`config.mk`:
```
export PLATFORM = sky130hd
export DESIGN_NAME = config_mem_sequencer
export DESIGN_NICKNAME = d
export VERILOG_FILES = /design/src/rtl/config_mem_sequencer.sv
export SDC_FILE = /design/constraint.sdc
export NUM_CORES = 1
export LEC_CHECK = 0
export BUFFER_PORTS_ARGS = -buffer_cell sky130_fd_sc_hd__buf_4
export CAP_MARGIN = 10
export CORE_UTILIZATION = 50
export CTS_BUF_LIST = sky130_fd_sc_hd__clkbuf_8
export CTS_CLUSTER_DIAMETER = 200
export DETAILED_ROUTE_END_ITERATION = 16
export PLACE_DENSITY = 0.77
export REMOVE_ABC_BUFFERS = 1
export SLEW_MARGIN = 20
export SYNTH_ARGS = -nofsm -noshare
export SYNTH_HDL_FRONTEND = slang
export SYNTH_SLANG_ARGS = --single-unit
```
`constraint.sdc`:
```
create_clock -name clk -period 9.25 [get_ports clk]
set_input_delay 1.3875 -clock clk [delete_from_list [all_inputs] [get_ports clk]]
set_output_delay 1.3875 -clock clk [all_outputs]
set_load 0.01 [all_outputs]
```
`src/rtl/config_mem_sequencer.sv`:
```
// Purpose : streams a byte range from a byte-wide memory and packs it into little-endian
//           configuration words; shares the memory with a host byte-write port.
// Latency : 2 cycles per byte plus at least 1 PUSH cycle per word; start to first cfg_valid
//           is 2*CFG_WIDTH/8+1 cycles.
// Backpressure: cfg_valid and cfg_data hold until cfg_ready is sampled high. Host writes are
//           stalled with host_waitrequest while a load runs or while start is asserted.
// Ports   : clk/reset (sync, active high); start/base_addr/byte_count start a load, with
//           busy/done/err as status; host_* is the host write port into the memory; mem_* is
//           the memory master port, with read data one cycle after the address; cfg_* is the
//           word output stream, with cfg_last marking the final word.
module config_mem_sequencer #(
    parameter int CFG_WIDTH = 32,
    parameter int MEM_DEPTH = 100000
) (
    input  logic                 clk,
    input  logic                 reset,
    input  logic                 start,
    input  logic [16:0]          base_addr,
    input  logic [16:0]          byte_count,
    output logic                 busy,
    output logic                 done,
    output logic                 err,
    input  logic [16:0]          host_address,
    input  logic                 host_write,
    input  logic [7:0]           host_writedata,
    output logic                 host_waitrequest,
    output logic [16:0]          mem_address,
    output logic                 mem_chipselect,
    output logic                 mem_write,
    output logic [7:0]           mem_writedata,
    output logic                 mem_clken,
    input  logic [7:0]           mem_readdata,
    output logic [CFG_WIDTH-1:0] cfg_data,
    output logic                 cfg_valid,
    input  logic                 cfg_ready,
    output logic                 cfg_last
);

    localparam int          BPW     = CFG_WIDTH / 8;
    localparam int          IDXW    = (BPW > 1) ? $clog2(BPW) : 1;
    localparam logic [16:0] BPW17   = 17'(BPW);
    localparam logic [17:0] DEPTH18 = 18'(MEM_DEPTH);
    localparam logic [IDXW-1:0] LAST_IDX = IDXW'(BPW - 1);

    typedef enum logic [2:0] {
        IDLE,
        READ,
        CAPTURE,
        PUSH,
        FINISH
    } state_t;

    state_t            state;
    logic [16:0]       addr;
    logic [16:0]       remaining;
    logic [IDXW-1:0]   byte_idx;

    // Range check is done one bit wider so base+count cannot wrap before the compare.
    logic [17:0] end_addr;
    logic        count_bad;
    logic        range_bad;
    logic        reject;

    assign end_addr  = {1'b0, base_addr} + {1'b0, byte_count};
    assign count_bad = (byte_count == 17'd0) || ((byte_count % BPW17) != 17'd0);
    assign range_bad = end_addr > DEPTH18;
    assign reject    = count_bad || range_bad;

    always_ff @(posedge clk) begin
        if (reset) begin
            state     <= IDLE;
            addr      <= '0;
            remaining <= '0;
            byte_idx  <= '0;
            cfg_data  <= '0;
            cfg_valid <= 1'b0;
            cfg_last  <= 1'b0;
            done      <= 1'b0;
            err       <= 1'b0;
        end else begin
            case (state)
                IDLE: begin
                    if (start) begin
                        if (reject) begin
                            err   <= 1'b1;
                            done  <= 1'b1;
                            state <= FINISH;
                        end else begin
                            err       <= 1'b0;
                            addr      <= base_addr;
                            remaining <= byte_count;
                            byte_idx  <= '0;
                            state     <= READ;
                        end
                    end
                end

                READ: begin
                    state <= CAPTURE;
                end

                CAPTURE: begin
                    // First byte of a word lands in bits [7:0].
                    cfg_data[int'(byte_idx)*8 +: 8] <= mem_readdata;
                    addr      <= addr + 17'd1;
                    remaining <= remaining - 17'd1;
                    if (byte_idx == LAST_IDX) begin
                        byte_idx  <= '0;
                        cfg_valid <= 1'b1;
                        // remaining still holds the pre-decrement value here.
                        cfg_last  <= (remaining == 17'd1);
                        state     <= PUSH;
                    end else begin
                        byte_idx <= byte_idx + IDXW'(1);
                        state    <= READ;
                    end
                end

                PUSH: begin
                    if (cfg_ready) begin
                        cfg_valid <= 1'b0;
                        cfg_last  <= 1'b0;
                        if (remaining != 17'd0) begin
                            state <= READ;
                        end else begin
                            done  <= 1'b1;
                            state <= FINISH;
                        end
                    end
                end

                FINISH: begin
                    done  <= 1'b0;
                    state <= IDLE;
                end

                default: begin
                    state <= IDLE;
                end
            endcase
        end
    end

    // The memory port is combinational so a host write lands in the cycle it is accepted.
    // Reset gates every access so an aborted load issues nothing in the reset cycle.
    logic rd_active;
    logic host_accept;

    assign busy             = ~reset & (state != IDLE);
    assign host_waitrequest = ~reset & ((state != IDLE) | start);
    assign host_accept      = ~reset & host_write & ~host_waitrequest;
    assign rd_active        = ~reset & (state == READ);

    always_comb begin
        mem_address    = '0;
        mem_chipselect = 1'b0;
        mem_write      = 1'b0;
        mem_writedata  = '0;
        if (rd_active) begin
            mem_address    = addr;
            mem_chipselect = 1'b1;
        end else if (host_accept) begin
            mem_address    = host_address;
            mem_chipselect = 1'b1;
            mem_write      = 1'b1;
            mem_writedata  = host_writedata;
        end
    end

    assign mem_clken = 1'b1;

endmodule

```
# ---- After elaboration in Yosys (flattened, before gate mapping)
# Index checks and enable logic that the tools add are counted.
dict set report totals {
  regBits 75
  latchBits 0
  mem_bits_rw 0
  mem_bits_ro 0
  input_bits 72
  output_inout_bits 66
  word_cells 87
  n_memories 0
}
dict set report op_classes {
  addsub 5
  mul 0
  n_div 0
  magnitude_cmp 1
  eq_ne 12
  shifts 2
  n_mux 35
  bitwise_logic 8
  n_reduce_logical 15
}
# cell count
set op_table {}
lappend op_table {{$mux 17} 6}
lappend op_table {{$pmux 17 s2} 2}
lappend op_table {{$reduce_bool 17->1} 2}
lappend op_table {{$neg 5->33} 1}
lappend op_table {{$shift 8x33->32 const A} 1}
lappend op_table {{$shiftx 8x33->32} 1}
lappend op_table {{$bwmux 32} 1}
lappend op_table {{$add 17x17->18} 1}
lappend op_table {{$gt 18x17->1 const B} 1}
lappend op_table {{$add 17x1->17 const B} 1}
lappend op_table {{$eq 17x1->1 const B} 1}
lappend op_table {{$logic_not 17->1} 1}
lappend op_table {{$sub 17x1->17 const B} 1}
lappend op_table {{$mux 8} 2}
lappend op_table {{$mux 3} 4}
lappend op_table {{$ne 2x2->1 const B} 6}
lappend op_table {{$pmux 3 s4} 1}
lappend op_table {{$mux 1} 11}
lappend op_table {{$mux 2} 4}
lappend op_table {{$eq 3x2->1 const B} 2}
lappend op_table {{$reduce_and 3->1} 2}
lappend op_table {{$reduce_bool 3->1} 2}
lappend op_table {{$and 1x1->1} 5}
lappend op_table {{$reduce_and 5->1} 1}
lappend op_table {{13 further kinds} 18}

# ---- Depth between registers and ports, before layout
# Gate-level depths: netlist (run 1).
dict set report logic_depth {
  depth_word 7
  depth_mapped 14
  ltp_nobuf 12
}

# ---- Least setup slack after synthesis (run 1)
# OpenSTA, ideal clock, no wires.
dict set report synth_timing {
  path_kind {input to output}
  from {input reset}
  to {output mem_address[10]}
  arrival_ps 2966
  required_ps 7863
  path_slack_ps 4896
  path_stages 6
  path_cell_list {clkbuf_1 > or2_2 > clkbuf_1 > nor3_1 > clkbuf_1 > a22o_1}
}
dict set report synth_between {
  elab_chain_len 6
  elab_cells_between_ends 8
  classes_between {2 x mux; 6 x bitwise}
}
# item line_no
set synth_lines {}
lappend synth_lines {{from (decl)} 16} ;# input logic reset,
lappend synth_lines {{$not 1->1 *} {150, 151, 152}}
lappend synth_lines {{$and 1x1->1} 150} ;# assign host_waitrequest = ~reset & ((state != IDLE) | start);
lappend synth_lines {{$not 1->1} 151} ;# assign host_accept = ~reset & host_write & ~host_waitrequest;
lappend synth_lines {{$and 1x1->1} 151}
lappend synth_lines {{$mux 17} 162} ;# end else if (host_accept) begin
lappend synth_lines {{$mux 17 *} 159} ;# if (rd_active) begin
lappend synth_lines {{to (decl)} 27} ;# output logic [16:0] mem_address,
# Every way passes the cells marked *; elsewhere a longest branch is shown, timed or not.

# ---- Worst setup path after layout (run 1)
dict set report layout_timing {
  from {input reset}
  to {output mem_address[8]}
}
# Same word-level chain as after synthesis.

==> impl_metrics.ini, run 1 <==
[setup_path]
r2r-start = state[1]$_SDFFE_PP0P_
critPathSlowestCell = nor3_4
arrival_ps = 3220
crit_top_cell = buf_4
cp_top_family = simple AND/OR/NAND/NOR gates
slowest_delay_ps = 610
required_ps = 7860
endpoint_kind = output pin
worst_r2r_endpoint = remaining[13]$_SDFFE_PP0P_
start_kind = primary input
worstPathMaxFanout = 81
worstSetupPathType = primary input to output pin
r2r_slack_ps = 6520
crit_buf_inv = 2
crit_chain = buf_4 > or2_2 > nor3_4 > a22o_1 > buf_4
rr_worst_depth = 6

[synth]
synth.ff_latch_count = 75
async_flop_share_pct = 0
synth_area_sq_um = 5070
synth-seq-area-share_pct = 29.6
synth.distinct_cells = 65
syn_area_per_cell_sq_um = 7.57
ys_warn_count = 0
synth_cells = 669
synth_edf_count = 0
ys.flop_type = dfxtp_1

[flow_run]
cap_violations = 0

[die]
core_area_sq_um = 9820
die_h_um = 103
num_rows = 36
start_util_pct = 51.6
io_pins = 138
die_w_um = 103
dieArea_sq_um = 10500

[cts]
cts_root_buf = clkbuf_8
clk_pin_slew_ps = 80
cts_tree = yes
post_cts_hold_buffer_count = 0
cts_buffers = 9
cts.sinks = 75
cts_setup_buffers = 0
cts_max_level = 3
clock_path_buffers = 2
ctsResizeCount = 0
clkLatencyLatePin_ps = 360

[global_routing]
grt_pass1_vias = 4753
grt_max_degree = 82
gr-total-overflow = 0
grt_pass1_wl_mm = 22.8
grt_antenna_before_repair = 0
grt_util_all_layers_pct = 27.5

[placement]
io_buffers = 136
place_worst_setup_slack_ps = 4060
place_congestion = 0.926
dp_hpwl_mm = 10.9

[final_layout]
area_delta_synth_final_pct = 24.5
final_common_cell = buf_4
fin_nets = 880
fillers = 910
n_antenna_cell = 0
drive_gt1_share_pct = 22.9
layout_common_cells = buf_4, dfxtp_1, nand2_1

[detailed_routing]
dr.pass1.iters = 5
route.vias.total = 5424
wl_per_cell_um = 16.0
drtIter0Drc = 385
drt-total-wl_mm = 14.7
ant_nets = 0
drc_errors = 0
viasPerCell = 5.90

[min_path]
hold_path_depth = 2
min_from = cfg_data[31]$_SDFFE_PP0P_
min_to = cfg_data[31]$_SDFFE_PP0P_
hold_path_class = flop to flop

[timing]
fmax_ghz = 0.217
max_slew_margin_pct = 39.3
fin_hold_ws_ps = 455
tns_ps = 0
setup_slack_ps = 4640
rsz0062_at_grt = no
min_period_ps = 4610
setup_violations = 0
skew_ps = 13.0
slew_viol_final = 0
period_share_pct = 49.9
worst_pin_slew_ps = 909
hold_viol_final = 0

[power_and_ir_drop]
vdd_ir_drop_max_uv = 71.7
power_mw = 0.791
power.density_nw_per_um2 = 125
p_leak_nw = 2.59

[run_status]
status = finished, final reports clean
[tightest hold or removal path: cells and delay by family, from the launching register on]
kind | cells | cell delay [ps]
flip-flops | 1 | 320
AND/OR/NAND/NOR | 1 | 50
AO/OA/AOI/OAI | 1 | 50
[how the worst max path moves through the flow]
stage,from,end,slack [ps],cells after the start
6_report,reset,mem_address[8],4640,5
4_1_cts,reset,mem_address[8],4360,5
5_1_grt,base_addr[0],remaining[8]$_SDFFE_PP0P_,4280,13
2_1_floorplan,base_addr[0],remaining[10]$_SDFFE_PP0P_,4260,12
3_3_place_gp,base_addr[0],addr[0]$_SDFFE_PP0P_,4230,13
3_5_place_dp,base_addr[0],remaining[10]$_SDFFE_PP0P_,4060,13
[cell type report]
class                      count  area, sq um  area share [%]
multi-input combinational    534         3320            52.7
timing repair buffer         139         1040            16.5
sequential                    75         1500            23.8
clock buffer                   9          124            1.96
inverter                      22         82.6            1.31
clock inverter                 7         67.6            1.07
tap                          133          166            2.64
[per-layer routing]
| layer | global-route usage, % | up-vias | part of all wire (%) |
|---|---|---|---|
| met3 | 4.14 | 23 | 5.1 |
| met1 | 37.2 | 2531 | 45 |
| met4 | 7.25 | 0 | 1.7 |
| li1 | - | 2686 | - |
| met2 | 45.7 | 184 | 48 |
| met5 | 0 | - | 0 |
[power breakdown]
group	internal, mW	total (mW)	switching, mW	leakage, nW
Clock	0.124	0.252	0.128	0.0968
Combinational	0.0868	0.193	0.106	1.89
Sequential	0.333	0.346	0.0126	0.606
Total	0.544	0.791	0.247	2.59
[metrics by stage]
stage / area [sq um] / instances / utilization, %
floorplan: 4880 / 631 / -
global placement: 6100 / 903 / 62.1
detailed placement: 6100 / 903 / 62.1
CTS: 6290 / 919 / 64.1
global route: 6310 / 919 / 64.3
finish: 6310 / 919 / 64.3
[Yosys cell counts (7+ instances only)]
cell	number	area (sq um)
and2_1	9	56.3
nand4_1	10	62.6
dfxtp_1	75	1500
or3_1	9	56.3
nor4_1	7	43.8
nand2_1	72	270
ha_1	26	325
nor3_1	16	80.1
nand2b_1	29	181
a31oi_1	23	144
o22ai_1	9	56.3
a21oi_1	70	350
inv_1	22	82.6
o21ai_0	11	55.1
or2_2	14	87.6
nand3_1	67	335
and3_1	13	81.3
nor2_1	35	131
clkbuf_1	25	93.8
a22o_1	17	149
[registers in the layout (all words and copies together) (netlist names)]
| register | flops |
|---|---|
| addr | 17 |
| err | 1 |
| cfg_valid | 1 |
| state | 3 |
| remaining | 17 |
| done | 1 |
| byte_idx | 2 |
| cfg_last | 1 |
| cfg_data | 32 |
[logic make-up (layout without fill, tap and decap cells)]
| family | Yosys count | count (layout) | synth area share, % |
|---|---|---|---|
| compound gates | 192 | 192 | 25.5 |
| xor+xnor | 6 | 6 | 1.04 |
| fa+ha+maj | 27 | 27 | 6.82 |
| buf+inv | 60 | 177 | 5.21 |
| flops | 75 | 75 | 29.6 |
| mux | 5 | 5 | 1.01 |
| other cells | 1 | 1 | 0.0740 |
| simple gates | 303 | 303 | 30.7 |
Note: power is estimated with default switching activity, not from simulation.
==> run 2: changes to the inputs <==
--- a/config.mk
+++ b/config.mk
@@ -11,7 +11,7 @@
 export CTS_BUF_LIST = sky130_fd_sc_hd__clkbuf_8
 export CTS_CLUSTER_DIAMETER = 200
 export DETAILED_ROUTE_END_ITERATION = 16
-export PLACE_DENSITY = 0.77
+export PLACE_DENSITY = 0.8
 export REMOVE_ABC_BUFFERS = 1
 export SLEW_MARGIN = 20
 export SYNTH_ARGS = -nofsm -noshare
==> constraint.sdc (replaced) <==
create_clock -name clk -period 4.1 [get_ports clk]
set_input_delay 0.615 -clock clk [delete_from_list [all_inputs] [get_ports clk]]
set_output_delay 0.615 -clock clk [all_outputs]
set_load 0.01 [all_outputs]
==> impl_metrics.ini, run 2 (synthesized netlist as in run 1, its figures left out) <==
[run_status]
status = finished, final reports clean

[cts]
clock_path_buffers = 2
cts_max_level = 3
cts_root_buf = clkbuf_8
clk_pin_slew_ps = 80
cts_buffers = 9
post_cts_hold_buffer_count = 0
cts_tree = yes
cts.sinks = 75
clkLatencyLatePin_ps = 350
cts_setup_buffers = 0
ctsResizeCount = 0

[detailed_routing]
viasPerCell = 6.02
dr.pass1.iters = 5
drtIter0Drc = 333
drt-total-wl_mm = 15.2
ant_nets = 0
drc_errors = 0
route.vias.total = 5571
wl_per_cell_um = 16.4

[final_layout]
fin_nets = 889
multi_input_area_sq_um = 3310
fillers = 839
area_delta_synth_final_pct = 26.3
n_antenna_cell = 0
largest-register = cfg_data
reg_top3 = cfg_data: 32 flops, addr: 17 flops, remaining: 17 flops
drive_gt1_share_pct = 23.7
final_common_cell = buf_4
largest_reg_flops = 32
layout_common_cells = buf_4, dfxtp_1, nand2_1
final-seq-area_sq_um = 1500

[global_routing]
gr-total-overflow = 0
met3_usage_pct = 4.61
grt_use_met1_pct = 37.8
grtUsageMet2_pct = 47.3
top_usage_layer = met2
grt_util_all_layers_pct = 28.6
grt_max_degree = 81
grt_pass1_wl_mm = 23.7
grt_pass1_vias = 5015
grt_antenna_before_repair = 0

[setup_path]
start_kind = primary input
required_ps = 4300
cp_top_family = compound AO/OA/AOI/OAI gates
crit_chain = buf_4 > ha_1 > inv_1 > fa_1 > nor2b_1 > o2111ai_1 > a41oi_1 > nand3b_1 > nor3b_1 > a2111o_1 > o32a_2 > buf_4 > buf_4 > a31oi_1 > nor2_1
crit_buf_inv = 4
worstPathMaxFanout = 17
worstSetupPathType = primary input to flop
arrival_ps = 3740
crit_top_cell = buf_4
endpoint_kind = flop
path_depth = 15
rr_worst_depth = 7
slowest_delay_ps = 440
critPathSlowestCell = a41oi_1

[power_and_ir_drop]
power_mw = 1.89
power.density_nw_per_um2 = 296
vdd_ir_drop_max_uv = 178
p_leak_nw = 2.64

[timing]
fmax_ghz = 0.282
slew_viol_final = 0
hold_viol_final = 0
max_slew_margin_pct = 38.0
period_share_pct = 86.4
rsz0062_at_grt = no
skew_ps = 10.2
worst_pin_slew_ps = 928
setup_violations = 0
tns_ps = 0
min_period_ps = 3540

[placement]
dp_hpwl_mm = 11.3
place_congestion = 0.915
io_buffers = 136

[die]
core_area_sq_um = 9820
io_pins = 138
dieArea_sq_um = 10500
num_rows = 36
die_w_um = 103
start_util_pct = 51.6
die_h_um = 103

[min_path]
hold_path_class = flop to flop
hold_path_depth = 2

[flow_run]
cap_violations = 0
run 2: path summary, 6_finish.rpt:
kind	startpoint	to	slack (ps)
worst max-delay path	byte_count[0]	byte_idx[0]$_SDFFE_PP0P_	560
worst min-delay path	cfg_data[16]$_SDFFE_PP0P_	cfg_data[16]$_SDFFE_PP0P_	450
worst max register to register	remaining[2]$_SDFFE_PP0P_	remaining[13]$_SDFFE_PP0P_	1320
worst min register to register	cfg_data[16]$_SDFFE_PP0P_	cfg_data[16]$_SDFFE_PP0P_	450
run 2: through the flow:
stage	util, %	worst slack (ps)	instance area [sq um]	std cells	hold WS [ps]
2_1_floorplan	-	-119	4880	631	446
3_5_place_dp	62.8	211	6170	912	448
6_report	65.1	556	6400	926	455
5_1_grt	65.1	317	6400	926	475
3_3_place_gp	62.8	277	6170	912	440
4_1_cts	65.1	586	6400	926	459
run 2: worst min-delay path, stage by stage (launching register included):
cell,delay [ps]
dfxtp_1,320
nand2_1,50
a21oi_1,50
run 2: final cells by class:
cell class | instances | area share [%]
Timing Repair Buffer | 148 | 17.4
Sequential cell | 75 | 23.5
Multi-Input combinational cell | 534 | 51.7
Inverter | 22 | 1.29
Clock inverter | 5 | 1.62
Clock buffer | 9 | 1.94
Tap cell | 133 | 2.60
run 2: report_power, final:
group          switching [mW]  total (mW)  leakage [nW]  internal (mW)
combinational           0.243       0.443          1.92          0.201
sequential             0.0283       0.781         0.606          0.752
clock                   0.270       0.667         0.115          0.398
total                   0.541        1.89          2.64           1.35
run 2: routing by layer:
metal	routed length [um]	vias up
li1	-	2704
met1	6520	2561
met2	7050	264
met3	1220	42
met4	386	0
met5	0	-
